$ cat src/rtl/dev_command_router_if.sv
// Command/device/TX signal bundle between uart_rx_controller, the router and its sub-devices.
// slave is the router's view; master is the view of the surrounding logic.
interface dev_command_router_if #(
  parameter int NUM_DEV = 4
);
  logic                   dev_command_started;
  logic                   dev_command_processing;
  logic [7:0]             dev_command;
  logic                   dev_command_data_signal;
  logic                   dev_busy;
  logic [NUM_DEV-1:0]     dev_started_o;
  logic [NUM_DEV-1:0]     dev_processing_o;
  logic [NUM_DEV-1:0]     dev_data_signal_o;
  logic [NUM_DEV-1:0]     dev_busy_i;
  logic [NUM_DEV-1:0]     tx_send_i;
  logic [8*NUM_DEV-1:0]   tx_byte_i;
  logic                   uart_tx_send_byte;
  logic [7:0]             uart_tx_byte;
  logic                   uart_tx_active;

  modport slave (
    input  dev_command_started, dev_command_processing, dev_command,
           dev_command_data_signal, dev_busy_i, tx_send_i, tx_byte_i, uart_tx_active,
    output dev_busy, dev_started_o, dev_processing_o, dev_data_signal_o,
           uart_tx_send_byte, uart_tx_byte
  );

  modport master (
    output dev_command_started, dev_command_processing, dev_command,
           dev_command_data_signal, dev_busy_i, tx_send_i, tx_byte_i, uart_tx_active,
    input  dev_busy, dev_started_o, dev_processing_o, dev_data_signal_o,
           uart_tx_send_byte, uart_tx_byte
  );
endinterface

$ cat src/rtl/dev_command_router.sv
// Routes uart_rx commands to one of NUM_DEV sub-devices, with a per-command watchdog and locked TX ownership.
// Optional: define CMD_ROUTER_NACK_EN to answer unmapped commands with NACK_BYTE.
module dev_command_router #(
  parameter int         NUM_DEV    = 4,
  parameter int         SEL_BITS   = 3,
  parameter int         DEV_BASE   = 2,
  parameter int         TIMEOUT_MS = 1000,
  parameter logic [7:0] NACK_BYTE  = 8'hEE
) (
  input  logic clock,
  input  logic reset,
  input  logic signal_1ms,
  output logic timeout_error,
  output logic tx_conflict,
  dev_command_router_if.slave bus
);
  localparam int OW = (NUM_DEV > 1) ? $clog2(NUM_DEV) : 1;

  typedef enum logic [1:0] {IDLE, ACTIVE, NACK} state_t;

  state_t              state, state_nxt;
  logic [OW-1:0]       owner, tx_owner, sel;
  logic [15:0]         ms_cnt;
  logic [SEL_BITS-1:0] field;
  logic                sel_valid, cmd_accept, conflict_hit;
  logic [NUM_DEV-1:0]  tx_allowed;
  logic                unused_bits;

  assign field      = bus.dev_command[7 -: SEL_BITS];
  assign sel_valid  = (int'(field) >= DEV_BASE) && (int'(field) < DEV_BASE + NUM_DEV);
  assign sel        = OW'(int'(field) - DEV_BASE);
  // No device is ever pulsed in a cycle where reset is asserted.
  assign cmd_accept = (state == IDLE) && bus.dev_command_started && sel_valid && !reset;
  assign unused_bits = ^{bus.dev_command, NACK_BYTE, bus.uart_tx_active};

  always_comb begin
    state_nxt             = state;
    bus.dev_started_o     = '0;
    bus.dev_processing_o  = '0;
    bus.dev_data_signal_o = '0;
    bus.dev_busy          = |bus.dev_busy_i;
    timeout_error         = 1'b0;
    case (state)
      IDLE: begin
        if (cmd_accept) begin
          bus.dev_started_o[sel] = 1'b1;
          state_nxt              = ACTIVE;
        end
`ifdef CMD_ROUTER_NACK_EN
        else if (bus.dev_command_started && !sel_valid && !reset) begin
          state_nxt = NACK;
        end
`endif
      end
      ACTIVE: begin
        bus.dev_processing_o[owner]  = bus.dev_command_processing;
        bus.dev_data_signal_o[owner] = bus.dev_command_data_signal;
        bus.dev_busy                 = bus.dev_busy_i[owner];
        // A normal completion in the same cycle wins over the watchdog.
        if (!bus.dev_command_processing && !bus.dev_busy_i[owner]) begin
          state_nxt = IDLE;
        end else if ((TIMEOUT_MS != 0) && signal_1ms && !reset &&
                     ((32'(ms_cnt) + 32'd1) >= 32'(TIMEOUT_MS))) begin
          timeout_error = 1'b1;
          state_nxt     = IDLE;
        end
      end
`ifdef CMD_ROUTER_NACK_EN
      NACK: begin
        bus.dev_busy = 1'b1;
        if (!bus.uart_tx_active) state_nxt = IDLE;
      end
`endif
      default: state_nxt = IDLE;
    endcase
  end

  // TX mux follows tx_owner, which survives a watchdog abort so late bytes still drain.
  always_comb begin
    tx_allowed            = NUM_DEV'(1) << tx_owner;
    bus.uart_tx_send_byte = bus.tx_send_i[tx_owner];
    bus.uart_tx_byte      = bus.tx_byte_i[8*tx_owner +: 8];
`ifdef CMD_ROUTER_NACK_EN
    if (state == NACK) begin
      tx_allowed            = '0;
      bus.uart_tx_send_byte = !bus.uart_tx_active;
      bus.uart_tx_byte      = NACK_BYTE;
    end
`endif
    conflict_hit = |(bus.tx_send_i & ~tx_allowed);
  end

  always_ff @(posedge clock) begin
    if (reset) begin
      state       <= IDLE;
      owner       <= '0;
      tx_owner    <= '0;
      ms_cnt      <= '0;
      tx_conflict <= 1'b0;
    end else begin
      state <= state_nxt;
      if (conflict_hit) tx_conflict <= 1'b1;
      if (cmd_accept) begin
        owner    <= sel;
        tx_owner <= sel;
        ms_cnt   <= '0;
      end else if ((state == ACTIVE) && signal_1ms && (ms_cnt != 16'hFFFF)) begin
        ms_cnt <= ms_cnt + 16'd1;
      end
    end
  end
endmodule

$ cat src/flat_wrapper.sv
// flat-port wrapper written by rule: the top's interface ports become plain ports
module dev_command_router_flat 
#(
  parameter int         NUM_DEV    = 4,
  parameter int         SEL_BITS   = 3,
  parameter int         DEV_BASE   = 2,
  parameter int         TIMEOUT_MS = 1000,
  parameter logic [7:0] NACK_BYTE  = 8'hEE
)
  (clock, reset, signal_1ms, timeout_error, tx_conflict, bus_dev_command_started, bus_dev_command_processing, bus_dev_command, bus_dev_command_data_signal, bus_dev_busy_i, bus_tx_send_i, bus_tx_byte_i, bus_uart_tx_active, bus_dev_busy, bus_dev_started_o, bus_dev_processing_o, bus_dev_data_signal_o, bus_uart_tx_send_byte, bus_uart_tx_byte);
  dev_command_router_if #(.NUM_DEV(NUM_DEV)) bus_i ();
  input  logic clock;
  input  logic reset;
  input  logic signal_1ms;
  output logic timeout_error;
  output logic tx_conflict;
  input wire logic [$bits(bus_i.dev_command_started)-1:0] bus_dev_command_started;
  input wire logic [$bits(bus_i.dev_command_processing)-1:0] bus_dev_command_processing;
  input wire logic [$bits(bus_i.dev_command)-1:0] bus_dev_command;
  input wire logic [$bits(bus_i.dev_command_data_signal)-1:0] bus_dev_command_data_signal;
  input wire logic [$bits(bus_i.dev_busy_i)-1:0] bus_dev_busy_i;
  input wire logic [$bits(bus_i.tx_send_i)-1:0] bus_tx_send_i;
  input wire logic [$bits(bus_i.tx_byte_i)-1:0] bus_tx_byte_i;
  input wire logic [$bits(bus_i.uart_tx_active)-1:0] bus_uart_tx_active;
  output wire logic [$bits(bus_i.dev_busy)-1:0] bus_dev_busy;
  output wire logic [$bits(bus_i.dev_started_o)-1:0] bus_dev_started_o;
  output wire logic [$bits(bus_i.dev_processing_o)-1:0] bus_dev_processing_o;
  output wire logic [$bits(bus_i.dev_data_signal_o)-1:0] bus_dev_data_signal_o;
  output wire logic [$bits(bus_i.uart_tx_send_byte)-1:0] bus_uart_tx_send_byte;
  output wire logic [$bits(bus_i.uart_tx_byte)-1:0] bus_uart_tx_byte;
  assign bus_i.dev_command_started = bus_dev_command_started;
  assign bus_i.dev_command_processing = bus_dev_command_processing;
  assign bus_i.dev_command = bus_dev_command;
  assign bus_i.dev_command_data_signal = bus_dev_command_data_signal;
  assign bus_i.dev_busy_i = bus_dev_busy_i;
  assign bus_i.tx_send_i = bus_tx_send_i;
  assign bus_i.tx_byte_i = bus_tx_byte_i;
  assign bus_i.uart_tx_active = bus_uart_tx_active;
  assign bus_dev_busy = bus_i.dev_busy;
  assign bus_dev_started_o = bus_i.dev_started_o;
  assign bus_dev_processing_o = bus_i.dev_processing_o;
  assign bus_dev_data_signal_o = bus_i.dev_data_signal_o;
  assign bus_uart_tx_send_byte = bus_i.uart_tx_send_byte;
  assign bus_uart_tx_byte = bus_i.uart_tx_byte;
  dev_command_router #(.NUM_DEV(NUM_DEV), .SEL_BITS(SEL_BITS), .DEV_BASE(DEV_BASE), .TIMEOUT_MS(TIMEOUT_MS), .NACK_BYTE(NACK_BYTE)) u_core (.clock(clock), .reset(reset), .signal_1ms(signal_1ms), .timeout_error(timeout_error), .tx_conflict(tx_conflict), .bus(bus_i));
endmodule
$ cat config.mk
export PLATFORM = sky130hd
export DESIGN_NAME = dev_command_router_flat
export DESIGN_NICKNAME = d
export VERILOG_FILES = /design/src/rtl/dev_command_router_if.sv /design/src/rtl/dev_command_router.sv /design/src/flat_wrapper.sv
export SDC_FILE = /design/constraint.sdc
export NUM_CORES = 1
export LEC_CHECK = 0
export BUFFER_PORTS_ARGS = -buffer_cell sky130_fd_sc_hd__buf_2
export CAP_MARGIN = 20
export CORE_ASPECT_RATIO = 0.7
export CORE_MARGIN = 2
export CORE_UTILIZATION = 50
export CTS_CLUSTER_DIAMETER = 60
export DETAILED_ROUTE_END_ITERATION = 12
export MAX_ROUTING_LAYER = met4
export PLACE_DENSITY = 0.94
export SLEW_MARGIN = 20
export SYNTH_ARGS = -nofsm -noshare
export SYNTH_HDL_FRONTEND = slang
export SYNTH_SLANG_ARGS = --single-unit
$ cat constraint.sdc
create_clock -name clock -period 5.65 [get_ports clock]
set_input_delay 1.4125 -clock clock [delete_from_list [all_inputs] [get_ports clock]]
set_output_delay 1.4125 -clock clock [all_outputs]
set_load 0.05 [all_outputs]
# Word-level counts from Yosys, hierarchy flattened
# Index checks and enable logic that the tools add are counted.
[classes]
n_addsub = 3
magnitude_cmp = 7
eq_ne = 4
shift = 2
muxes = 20
bitwise_logic = 4
n_reduce_logical = 19
[op_table]
columns = ["cell", "n"]
rows = [
  ["$ge A32 B10 Y1 const B", 1],
  ["$shiftx A32 B6 Y8", 1],
  ["$add A16 B1 Y17 const B", 1],
  ["$add A16 B1 Y16 const B", 1],
  ["$mux W4", 4],
  ["$ne A16 B16 Y1 const B", 1],
  ["$and A4 B4 Y4", 3],
  ["$logic_and A1 B1 Y1", 11],
  ["$mux W1", 8],
  ["$reduce_or A4 Y1", 2],
  ["$lt A2 B3 Y1 const B", 2],
  ["$mux W2", 3],
  ["$bmux W1 S2", 2],
  ["$demux W1 S2", 2],
  ["$ge A2 B1 Y1 const B", 2],
  ["$not A4 Y4", 1],
  ["$pmux W2 S2", 1],
  ["$shl A1 B2 Y4 const A", 1],
  ["$ge A3 B2 Y1 const B", 1],
  ["$logic_not A1 Y1", 3],
  ["$lt A3 B3 Y1 const B", 1],
  ["$ne A3 B1 Y1 const B", 1],
  ["$eq A2 B1 Y1 const B", 1],
  ["$logic_not A2 Y1", 1],
  ["4 further kinds", 4],
]
[word_totals]
register_bits = 21
in_bits = 55
output_inout_bits = 24
wordCells = 63

# Longest topological paths before layout
# Gate-level depths: netlist of the first run.
[depth]
depth_word = 7
mapped_depth = 7

# Worst setup path before layout of the first run
# Ideal clock, no wire load.
[synth_path]
path_type = "in2out"
startpoint = "input port bus_dev_command[7]"
endpoint = "output port bus_dev_started_o[2]"
arrival_time_ns = 2.906
required_ns = 4.238
slack_ns = 1.332
path_stages = 3
path_cell_list = "xnor2_1 or3_1 nor3_1"
[synth_between]
elab_chain_cells = 6
word_cells_on_any_way = 7
cone_classes = "order compare: 2; mux: 2; reduce/logical: 3"
[synth_lines]
columns = ["item", "line_no", "source"]
rows = [
  ["start, declared", "flat_wrapper.sv:19", "input wire logic [$bits(bus_i.dev_command)-1:0] bus_dev_command;"],
  ["$ge A3 B2 Y1 or $lt A3 B3 Y1 (tied branches)", "dev_command_router.sv:30", "assign sel_valid = (int'(field) >= DEV_BASE) && (int'(field) < DEV_BASE + NUM_DEV);"],
  ["$logic_and A1 B1 Y1 (*)", "dev_command_router.sv:30", ""],
  ["$logic_and A1 B1 Y1 (*) (2 in series)", "dev_command_router.sv:33", "assign cmd_accept = (state == IDLE) && bus.dev_command_started && sel_valid && !reset;"],
  ["$mux W4 (*)", "dev_command_router.sv:45", "if (cmd_accept) begin"],
  ["$mux W4 (*)", "dev_command_router.sv:43", "case (state)"],
  ["end, declared", "flat_wrapper.sv:26", "output wire logic [$bits(bus_i.dev_started_o)-1:0] bus_dev_started_o;"],
]
# Every way passes the cells marked *; elsewhere a longest branch is shown, timed or not.

# Final worst setup path of the first run
[layout_path]
startpoint = "input port bus_dev_command[6]"
endpoint = "output port bus_dev_started_o[1]"
[layout_between]
elab_chain_cells = 7
word_cells_on_any_way = 13
cone_classes = "add/sub: 1; order compare: 4; mux: 4; reduce/logical: 4"
[layout_lines]
columns = ["item", "line_no", "source"]
rows = [
  ["$sub A2 B2 Y2", "dev_command_router.sv:31", "assign sel = OW'(int'(field) - DEV_BASE);"],
  ["$lt A2 B3 Y1 (implied by the code) or $ge A2 B1 Y1 (tied branches)", "dev_command_router.sv:46", "bus.dev_started_o[sel] = 1'b1;"],
  ["$logic_and A1 B1 Y1 (implied by the code)", "dev_command_router.sv:46", ""],
  ["$mux W1 (implied by the code)", "dev_command_router.sv:46", ""],
  ["$demux W1 S2", "--", ""],
  ["$mux W4 (*)", "dev_command_router.sv:45", ""],
  ["$mux W4 (*)", "dev_command_router.sv:43", ""],
]
# Marks and branches as above.

==> results of run 1 <==
[state kept, by name, indices dropped and copies added, names as in the netlist]
signal	cells
u_core.tx_conflict	1
u_core.ms_cnt	16
u_core.state	1
u_core.owner	2
[synthesized netlist by cell type (all sizes together), types with 2 or more instances]
master and instances:
mux4 10, nand2 17, buf 5, and3 2, xor2 2, or2 3, nand2b 5, xnor2 15
a21oi 6, nor4 2, a2111oi 6, nor2 34, nand3 8, nor2b 2, clkbuf 8, mux2i 3
nor3b 2, and4 3, o21ai 5, nor3 4, nand4 4, inv 6, a211oi 6, dfxtp 20
[final timing paths]
path | from | to | depth (start not counted)
worst max-delay path | bus_dev_command[6] | bus_dev_started_o[1] | 5
worst min-delay path | u_core.ms_cnt[9] | u_core.ms_cnt[9] | 2
worst max register to register | u_core.ms_cnt[0] | u_core.ms_cnt[9] | 6
worst min register to register | u_core.ms_cnt[9] | u_core.ms_cnt[9] | 2
[power groups by stage]
stage                     registers (mW)  logic, mW  clock network (mW)
after floorplan                    0.152     0.0891                   0
after global placement             0.157      0.116                   0
after detailed placement           0.158      0.119                   0
after CTS                          0.154      0.120               0.109
after global routing               0.156      0.127               0.116
final                              0.154      0.120               0.107
[routing by layer]
layer  up-vias  track usage, %  part of all wire (%)
li1        834               -                     -
met1       811            35.9                    46
met2        56            35.0                    48
met3         6            5.13                   5.1
met4         0            5.97                   1.5
met5         -               -                     0
[kinds of logic (layout without fill, tap and decap cells)]
| kind of cell | after synthesis | count (layout) | synth area share [%] |
|---|---|---|---|
| adders and majority gates | 1 | 1 | 0.784 |
| AOI/OAI and AO/OA | 33 | 33 | 14.7 |
| xor gates and xnor gates | 17 | 17 | 9.33 |
| buffers and inverters | 19 | 82 | 4.94 |
| and+or+nand+nor | 91 | 91 | 29.2 |
| DFF | 20 | 20 | 25.1 |
| muxes | 13 | 13 | 16.0 |
[stage by stage]
step | setup slack (ns) | utilization [%]
6_report | 1.61 | 64.5
5_1_grt | 1.42 | 64.5
4_1_cts | 1.64 | 64.5
3_5_place_dp | 1.64 | 62.7
3_3_place_gp | 1.68 | 62.7
2_1_floorplan | 1.33 | -
[layout make-up]
| class | instances | area share, % |
|---|---|---|
| tap | 38 | 2.37 |
| timing repair buffer | 72 | 18.0 |
| multi-input combinational | 155 | 55.8 |
| clock buffer | 4 | 2.75 |
| sequential | 20 | 20.0 |
| inverter | 6 | 1.12 |
[worst max-delay path: cells and delay by family]
kind / cells / cell delay [ns]
and+or+nand+nor: 2 / 0.65
buffers and inverters: 2 / 0.40
xor gates and xnor gates: 1 / 0.17
[cell usage in the layout (no fill, tap or decap), drive strengths merged, types with 2 or more instances in the layout]
cell | synthesis | layout
a2111oi | 6 | 6
a211oi | 6 | 6
a21oi | 6 | 6
and3 | 2 | 2
and4 | 3 | 3
buf | 5 | 72
clkbuf | 8 | 4
dfxtp | 20 | 20
inv | 6 | 6
mux2i | 3 | 3
mux4 | 10 | 10
nand2 | 17 | 17
nand2b | 5 | 5
nand3 | 8 | 8
nand4 | 4 | 4
nor2 | 34 | 34
nor2b | 2 | 2
nor3 | 4 | 4
nor3b | 2 | 2
nor4 | 2 | 2
o21ai | 5 | 5
or2 | 3 | 3
xnor2 | 15 | 15
xor2 | 2 | 2
==> impl_results.md, run 1 <==
* Distinct cells, synth at 46
* Synth area leader: dfxtp_1
* Tmin final at 4.04 ns
* Clock slew at reported path FFs at 0.07 ns
* Largest cells by area after synthesis: dfxtp_1, mux4_2, xnor2_1, nor2_1, nand2_1
* Effective utilization at floorplan at 51.4%
* Setup total negative slack at 0 ns
* Vias in the first global route at 1424
* CP Cell Sequence: buf_2 -> xnor2_1 -> nor3_1 -> and3_1 -> buf_2
* Gr usage total at 24.7%
* First-pass GRT wire length at 6870 µm
* Antenna viol nets, final at 0
* Placed Cells at 291
* Wirelength per Cell at 14.7 µm
* Grt ovf at 0
* Sink Count at 20
* Layout Cells excl Fill at 295
* Fmax achieved at 248 MHz
* Hold slack at 0.541 ns
* Max-cap violations at 0
* Die X at 71.5 µm
* DP HPWL at 3360 µm
* Share of layout cells above drive strength 1 at 36.6%
* Synthesized area at 1600 µm²
* Clock share of power at 28.1%
* Layout Cell Area excl Fill at 2000 µm²
* CTS buffer count at 3
* Area of the multi-input gates at 1120 µm²
* Initial antenna violation count at 0
* Critical path launch point type: primary input
* Yosys reg bits at 20
* Async SR Flop Fraction at 0%
* CP max stage delay at 0.43 ns
* Residual DRC at 0
* Gate Count Post-Synth at 194
* Root Buffer: clkbuf_8
* Die ar. at 3670 µm²
* Top-area cell type share of the netlist area at 25.1%
* Combinational group share of total power at 31.4%
* Row cnt at 17
* Worst slew pin tran at 0.916 ns
* Cts repair resizes at 0
* NetSw at 132 µW
* Sw Ratio at 34.5%
* Bufs on Longest Clock Path at 2
* Area growth, synth to finish at 25.5%
* Die Y at 51.3 µm
* Yosys warns at 0
* Post-synthesis sequential area ratio at 25.1%
* Max Slew Vio Count at 0
* Int Power at 250 µW
* Flop2flop setup slack at 3.18 ns
* Layout Skew at 0.000933 ns
* Final setup fails at 0
* Final hold violation count at 0
* Vias at 1707
* Max FO, Critical Path at 6
* N_diodes at 0
* Most common cell on crit path: buf_2
* Hold WC Path Type: register to register
* Post-Syn Area per Cell at 8.23 µm²
* VDD IR max at 0.129 mV
* Fill count at 251
* Reg power frac at 40.5%
* PortBufs at 72
* Hold buffers post-CTS at 0
* Insertion delay to the later sink of the worst-skew pair at 0.26 ns
* DRT Pass-1 Iters at 4
* PwrDens at 191 nW/µm²
* CP Capture Type: output pin
* Final net count at 314
* Pleak at 0.789 nW
* Slowest stage cell, crit path: nor3_1
* Tcrit/Tclk final at 71.5%
* Setup CP Type: primary input to output pin
* Syn_nets at 250
* Outcome: completed
* WL final at 4340 µm
* Vias/cell at 5.79
* Core area at 3110 µm²
* DR iter-0 viols at 117
* CP Data Required Time at 4.24 ns
* Max-Slew Margin vs Limit at 38.7%
* H-tree depth at 1
* Post-synth EDFFs at 0
* Seq. cell area at 400 µm²
* Worst EP arrival at 2.63 ns
* CTS tree: yes
* Placer Congestion at 0.901
* Largest net degree at the start of global routing at 20
* Placed Area at 1950 µm²
* Total power at 382 µW
* Postcts setup bufs at 0
* Primary FF master, synth: dfxtp_1
* Ports at 79
* RSZ-0062 raised after global routing: false
Note: power is estimated with default switching activity, not from simulation.
==> inputs of run 2 (changes only) <==
--- a/config.mk
+++ b/config.mk
@@ -9,11 +9,11 @@
 export CAP_MARGIN = 20
 export CORE_ASPECT_RATIO = 0.7
 export CORE_MARGIN = 2
-export CORE_UTILIZATION = 50
+export CORE_UTILIZATION = 46
 export CTS_CLUSTER_DIAMETER = 60
 export DETAILED_ROUTE_END_ITERATION = 12
 export MAX_ROUTING_LAYER = met4
-export PLACE_DENSITY = 0.94
+export PLACE_DENSITY = 0.88
 export SLEW_MARGIN = 20
 export SYNTH_ARGS = -nofsm -noshare
 export SYNTH_HDL_FRONTEND = slang
==> constraint.sdc (replaced) <==
create_clock -name clock -period 3.77 [get_ports clock]
set_input_delay 0.9425 -clock clock [delete_from_list [all_inputs] [get_ports clock]]
set_output_delay 0.9425 -clock clock [all_outputs]
set_load 0.05 [all_outputs]
==> run 2 against run 1 <==
Effect of this change:
- sequential power up 44%
- total power up 52%
- routed wire length up 6.0%
- first-iteration DRC count up 4.3%
- die area up 8.1%
- highest routed layer unchanged
- clock skew up 0.0020 ns
==> impl_results.md, run 2 (synthesis gave the netlist of run 1 again) <==
* Placer Congestion at 0.920
* WL final at 4600 µm
* Ports at 79
* Area growth, synth to finish at 27.6%
* Max FO, Critical Path at 8
* Reg2Reg Depth at 7
* Final setup fails at 0
* CTS tree: yes
* PortBufs at 72
* Wirelength per Cell at 15.0 µm
* Final net count at 317
* Most frequent cells in the layout: buf_2, nor2_1, dfxtp_1, nand2_1, xnor2_1
* Outcome: completed
* Clock slew at reported path FFs at 0.08 ns
* Setup CP Type: register to output pin
* Fmax achieved at 301 MHz
* Critical path launch point type: register
* Layout Skew at 0.00296 ns
* First-pass GRT wire length at 7270 µm
* Row cnt at 17
* N_diodes at 0
* Pleak at 0.805 nW
* Hold WC Path Type: register to register
* PwrDens at 285 nW/µm²
* Effective utilization at floorplan at 49.4%
* Root Buffer: clkbuf_8
* Tmin final at 3.33 ns
* Int Power at 377 µW
* Share of layout cells above drive strength 1 at 37.3%
* Vias at 1719
* Die ar. at 3970 µm²
* Tcrit/Tclk final at 88.2%
* Placed Cells at 303
* Core area at 3230 µm²
* Critical path capture point: timeout_error
* Vias in the first global route at 1549
* Reg with most FFs: u_core.ms_cnt
* Max Slew Vio Count at 0
* Clock share of power at 28.6%
* CP Capture Type: output pin
* Flop2flop setup slack at 1.56 ns
* DR iter-0 viols at 122
* Initial antenna violation count at 0
* Largest registers: u_core.ms_cnt: 16 flops, u_core.owner: 2 flops
* Reg power frac at 38.3%
* Layout Cells excl Fill at 307
* DP HPWL at 3480 µm
* Die Y at 53.3 µm
* Insertion delay to the later sink of the worst-skew pair at 0.26 ns
* Vias/cell at 5.60
* Setup total negative slack at 0 ns
* Total power at 580 µW
* Cts repair resizes at 0
* Hold buffers post-CTS at 0
* Combinational group share of total power at 33.1%
* Max-cap violations at 0
* Critical Path Start: u_core.ms_cnt[3]
* Residual DRC at 0
* CTS buffer count at 3
* Most common cell after layout, fill and taps aside: buf_2
* Sw Ratio at 35.1%
* RSZ-0062 raised after global routing: false
* Gr usage total at 24.7%
* Final core occ at 63.0%
* DRT Pass-1 Iters at 5
* VDD IR max at 0.283 mV
* NetSw at 203 µW
* Reg2Reg Launch Point: u_core.ms_cnt[0]
* Die X at 74.4 µm
* Worst slew pin tran at 0.869 ns
* Max FFs per register at 16
* Bufs on Longest Clock Path at 2
* Postcts setup bufs at 0
* Sink Count at 20
* Antenna viol nets, final at 0
* Reg2Reg Capture Point: u_core.ms_cnt[11]
* Max-Slew Margin vs Limit at 41.9%
* Final hold violation count at 0
* H-tree depth at 1
* CP Data Required Time at 2.83 ns
* Largest net degree at the start of global routing at 19
* Grt ovf at 0
* Worst EP arrival at 2.38 ns
## run 2: per-layer routing
metal	vias up	GRT usage, %	wire length (µm)
li1	845	-	-
met1	795	35.0	2030
met2	75	38.2	2240
met3	4	4.76	294
met4	0	1.79	29
met5	-	-	0
## run 2: how the worst min path moves through the flow
stage	from	to	slack (ns)	depth (start not counted)
after floorplan	u_core.ms_cnt[9]	u_core.ms_cnt[9]	0.46	2
after global placement	u_core.ms_cnt[9]	u_core.ms_cnt[9]	0.49	2
after detailed placement	u_core.ms_cnt[9]	u_core.ms_cnt[9]	0.52	2
after CTS	u_core.ms_cnt[9]	u_core.ms_cnt[9]	0.53	2
after global routing	u_core.ms_cnt[9]	u_core.ms_cnt[9]	0.56	2
final	u_core.ms_cnt[9]	u_core.ms_cnt[9]	0.54	2
## run 2: power groups by stage
stage | clock [mW] | sequential, mW | combinational [mW]
finish | 0.166 | 0.222 | 0.192
global route | 0.176 | 0.223 | 0.205
CTS | 0.165 | 0.222 | 0.192
detailed placement | 0 | 0.227 | 0.191
global placement | 0 | 0.226 | 0.186
floorplan | 0 | 0.227 | 0.134
## run 2: final cells by class
type | instances | area, µm²
tap | 47 | 58.8
timing repair buffer | 75 | 383
inverter | 6 | 22.5
clock buffer | 4 | 55.1
fill | 296 | 1200
multi-input combinational | 155 | 1120
sequential | 20 | 400
## run 2: stage by stage
step	instance area, µm²	hold slack, ns	setup slack, ns
4_1_cts	2040	0.533	0.475
3_3_place_gp	1980	0.495	0.732
6_report	2040	0.540	0.444
5_1_grt	2040	0.558	0.322
2_1_floorplan	1600	0.464	0.392
3_5_place_dp	1980	0.518	0.697
## run 2: worst max-delay path: stages, from the launching register on
cell and delay, ns:
dfxtp_1 0.45, nand4_2 0.25, or4_1 0.46, a221oi_1 0.34, a311oi_1 0.19, a21oi_1 0.16
buf_2 0.28
==> inputs of run 3 (changes only) <==
==> constraint.sdc (replaced) <==
create_clock -name clock -period 3.77 [get_ports clock]
set_input_delay 0.754 -clock clock [delete_from_list [all_inputs] [get_ports clock]]
set_output_delay 0.754 -clock clock [all_outputs]
set_load 0.05 [all_outputs]
==> run 3 against run 2 <==
Effect of this change:
- clock skew is 0.0032 ns higher
- worst hold slack worse by 0.0045 ns
- setup slack gained 0.23 ns
- register-to-register slack improved by 0.02 ns
- cell count unchanged
- utilization stayed put
- sequential cell count unchanged
- total power grew 0.60%
- critical path depth unchanged
- clock power hardly changed
- combinational power is essentially flat
- global-route usage shrank 0.53 points
==> impl_results.md, run 3 (synthesis gave the netlist of run 1 again) <==
* Row cnt at 17
* Final net count at 317
* Critical path launch point type: register
* Setup CP Type: register to output pin
* Effective utilization at floorplan at 49.4%
* Largest registers: u_core.ms_cnt: 16 flops, u_core.owner: 2 flops
* Cell family with most CP delay: simple AND/OR/NAND/NOR gates
* Core area at 3230 µm²
* Max-cap violations at 0
* DR iter-0 viols at 180
* Sink Count at 20
* Layout Cells excl Fill at 307
* Vias in the first global route at 1495
* CTS tree: yes
* Int Power at 377 µW
* Gr usage total at 24.1%
* Clock slew at reported path FFs at 0.08 ns
* Insertion delay to the later sink of the worst-skew pair at 0.27 ns
* Largest net degree at the start of global routing at 19
* Reg power frac at 38.0%
* N_diodes at 0
* Die X at 74.4 µm
* Sw Ratio at 35.4%
* Max FO, Critical Path at 8
* Area growth, synth to finish at 27.6%
* Outcome: completed
* Final core occ at 63.0%
* Ports at 79
* Initial antenna violation count at 0
* Placer Congestion at 0.946
* Wirelength per Cell at 14.6 µm
* Placed Cells at 303
* Clock share of power at 29.0%
* Most common cell after layout, fill and taps aside: buf_2
* Max Slew Vio Count at 0
* Final setup fails at 0
* PwrDens at 286 nW/µm²
* CTS buffer count at 3
* PortBufs at 72
* VDD IR max at 0.194 mV
* Worst slew pin tran at 0.832 ns
* Max-Slew Margin vs Limit at 44.3%
* Setup total negative slack at 0 ns
* Residual DRC at 0
* CP Data Required Time at 3.02 ns
* CP Cell Sequence: nand4_2 -> or4_1 -> a221oi_1 -> a311oi_1 -> a21oi_1 -> buf_2
* Share of layout cells above drive strength 1 at 37.3%
* Die ar. at 3970 µm²
* CP Capture Type: output pin
* NetSw at 207 µW
* Bufs on Longest Clock Path at 2
* Antenna viol nets, final at 0
* Buffers and inverters on the worst path at 1
* Vias/cell at 5.47
* Die Y at 53.3 µm
* Fmax achieved at 323 MHz
* Hold buffers post-CTS at 0
* Max FFs per register at 16
* First-pass GRT wire length at 6980 µm
* Worst EP arrival at 2.34 ns
* Combinational group share of total power at 33.0%
* H-tree depth at 1
* DP HPWL at 3550 µm
* Grt ovf at 0
* Tcrit/Tclk final at 82.2%
* CP max stage delay at 0.45 ns
* Pleak at 0.805 nW
* Layout Skew at 0.00616 ns
* DRT Pass-1 Iters at 4
* Slowest stage cell, crit path: or4_1
* RSZ-0062 raised after global routing: false
* Cts repair resizes at 0
* Hold WC Path Type: register to register
* Final hold violation count at 0
* Vias at 1679
* WL final at 4490 µm
* Tmin final at 3.10 ns
* Postcts setup bufs at 0
* Most frequent cells in the layout: buf_2, nor2_1, dfxtp_1, nand2_1, xnor2_1
* Root Buffer: clkbuf_8
* Reg with most FFs: u_core.ms_cnt
-- run 3: cell counts in the layout (fill, tap and decap cells not counted) --
Identical to the previous run, type by type.
-- run 3: tightest hold or removal path, stage by stage, from the launching register on --
cell	delay (ns)
dfxtp_1	0.36
nand2_1	0.07
mux2i_1	0.06
-- run 3: per-stage QoR --
step / power, mW / area [µm²] / hold WS [ns] / setup WS [ns]
floorplan: 0.361 / 1600 / 0.464 / 0.755
global placement: 0.412 / 1980 / 0.500 / 0.990
detailed placement: 0.419 / 1980 / 0.515 / 0.990
CTS: 0.586 / 2040 / 0.527 / 0.695
global route: 0.608 / 2040 / 0.578 / 0.568
finish: 0.583 / 2040 / 0.535 / 0.672
-- run 3: area by class of cell --
| cell class | instances | area [µm²] |
|---|---|---|
| clock buffers | 4 | 55.1 |
| well taps | 47 | 58.8 |
| repair buffers | 75 | 383 |
| inverters | 6 | 22.5 |
| multi-input cells | 155 | 1120 |
| fillers | 288 | 1200 |
| flip-flops and latches | 20 | 400 |
-- run 3: metal layers --
layer	global-route usage (%)	up-vias	wire length (µm)	share of wire, %
li1	-	837	-	-
met1	33.9	778	1950	44
met2	36.1	56	2240	50
met3	4.00	8	230	5.1
met4	6.25	0	61	1.4
met5	-	-	0	0
-- run 3: path summary, 6_finish.rpt --
kind | from | endpoint | slack [ns] | cells past startpoint
hold reg to reg | u_core.ms_cnt[9] | u_core.ms_cnt[9] | 0.54 | 2
setup reg to reg | u_core.ms_cnt[0] | u_core.ms_cnt[9] | 1.58 | 7
setup / recovery | u_core.ms_cnt[3] | timeout_error | 0.67 | 6
hold / removal | u_core.ms_cnt[9] | u_core.ms_cnt[9] | 0.54 | 2
-- run 3: power by group through the flow --
| stage | sequential [mW] | clock [mW] | combinational [mW] |
|---|---|---|---|
| 6_report | 0.221 | 0.169 | 0.193 |
| 5_1_grt | 0.223 | 0.180 | 0.205 |
| 4_1_cts | 0.221 | 0.171 | 0.193 |
| 3_5_place_dp | 0.226 | 0 | 0.192 |
| 3_3_place_gp | 0.226 | 0 | 0.186 |
| 2_1_floorplan | 0.227 | 0 | 0.134 |
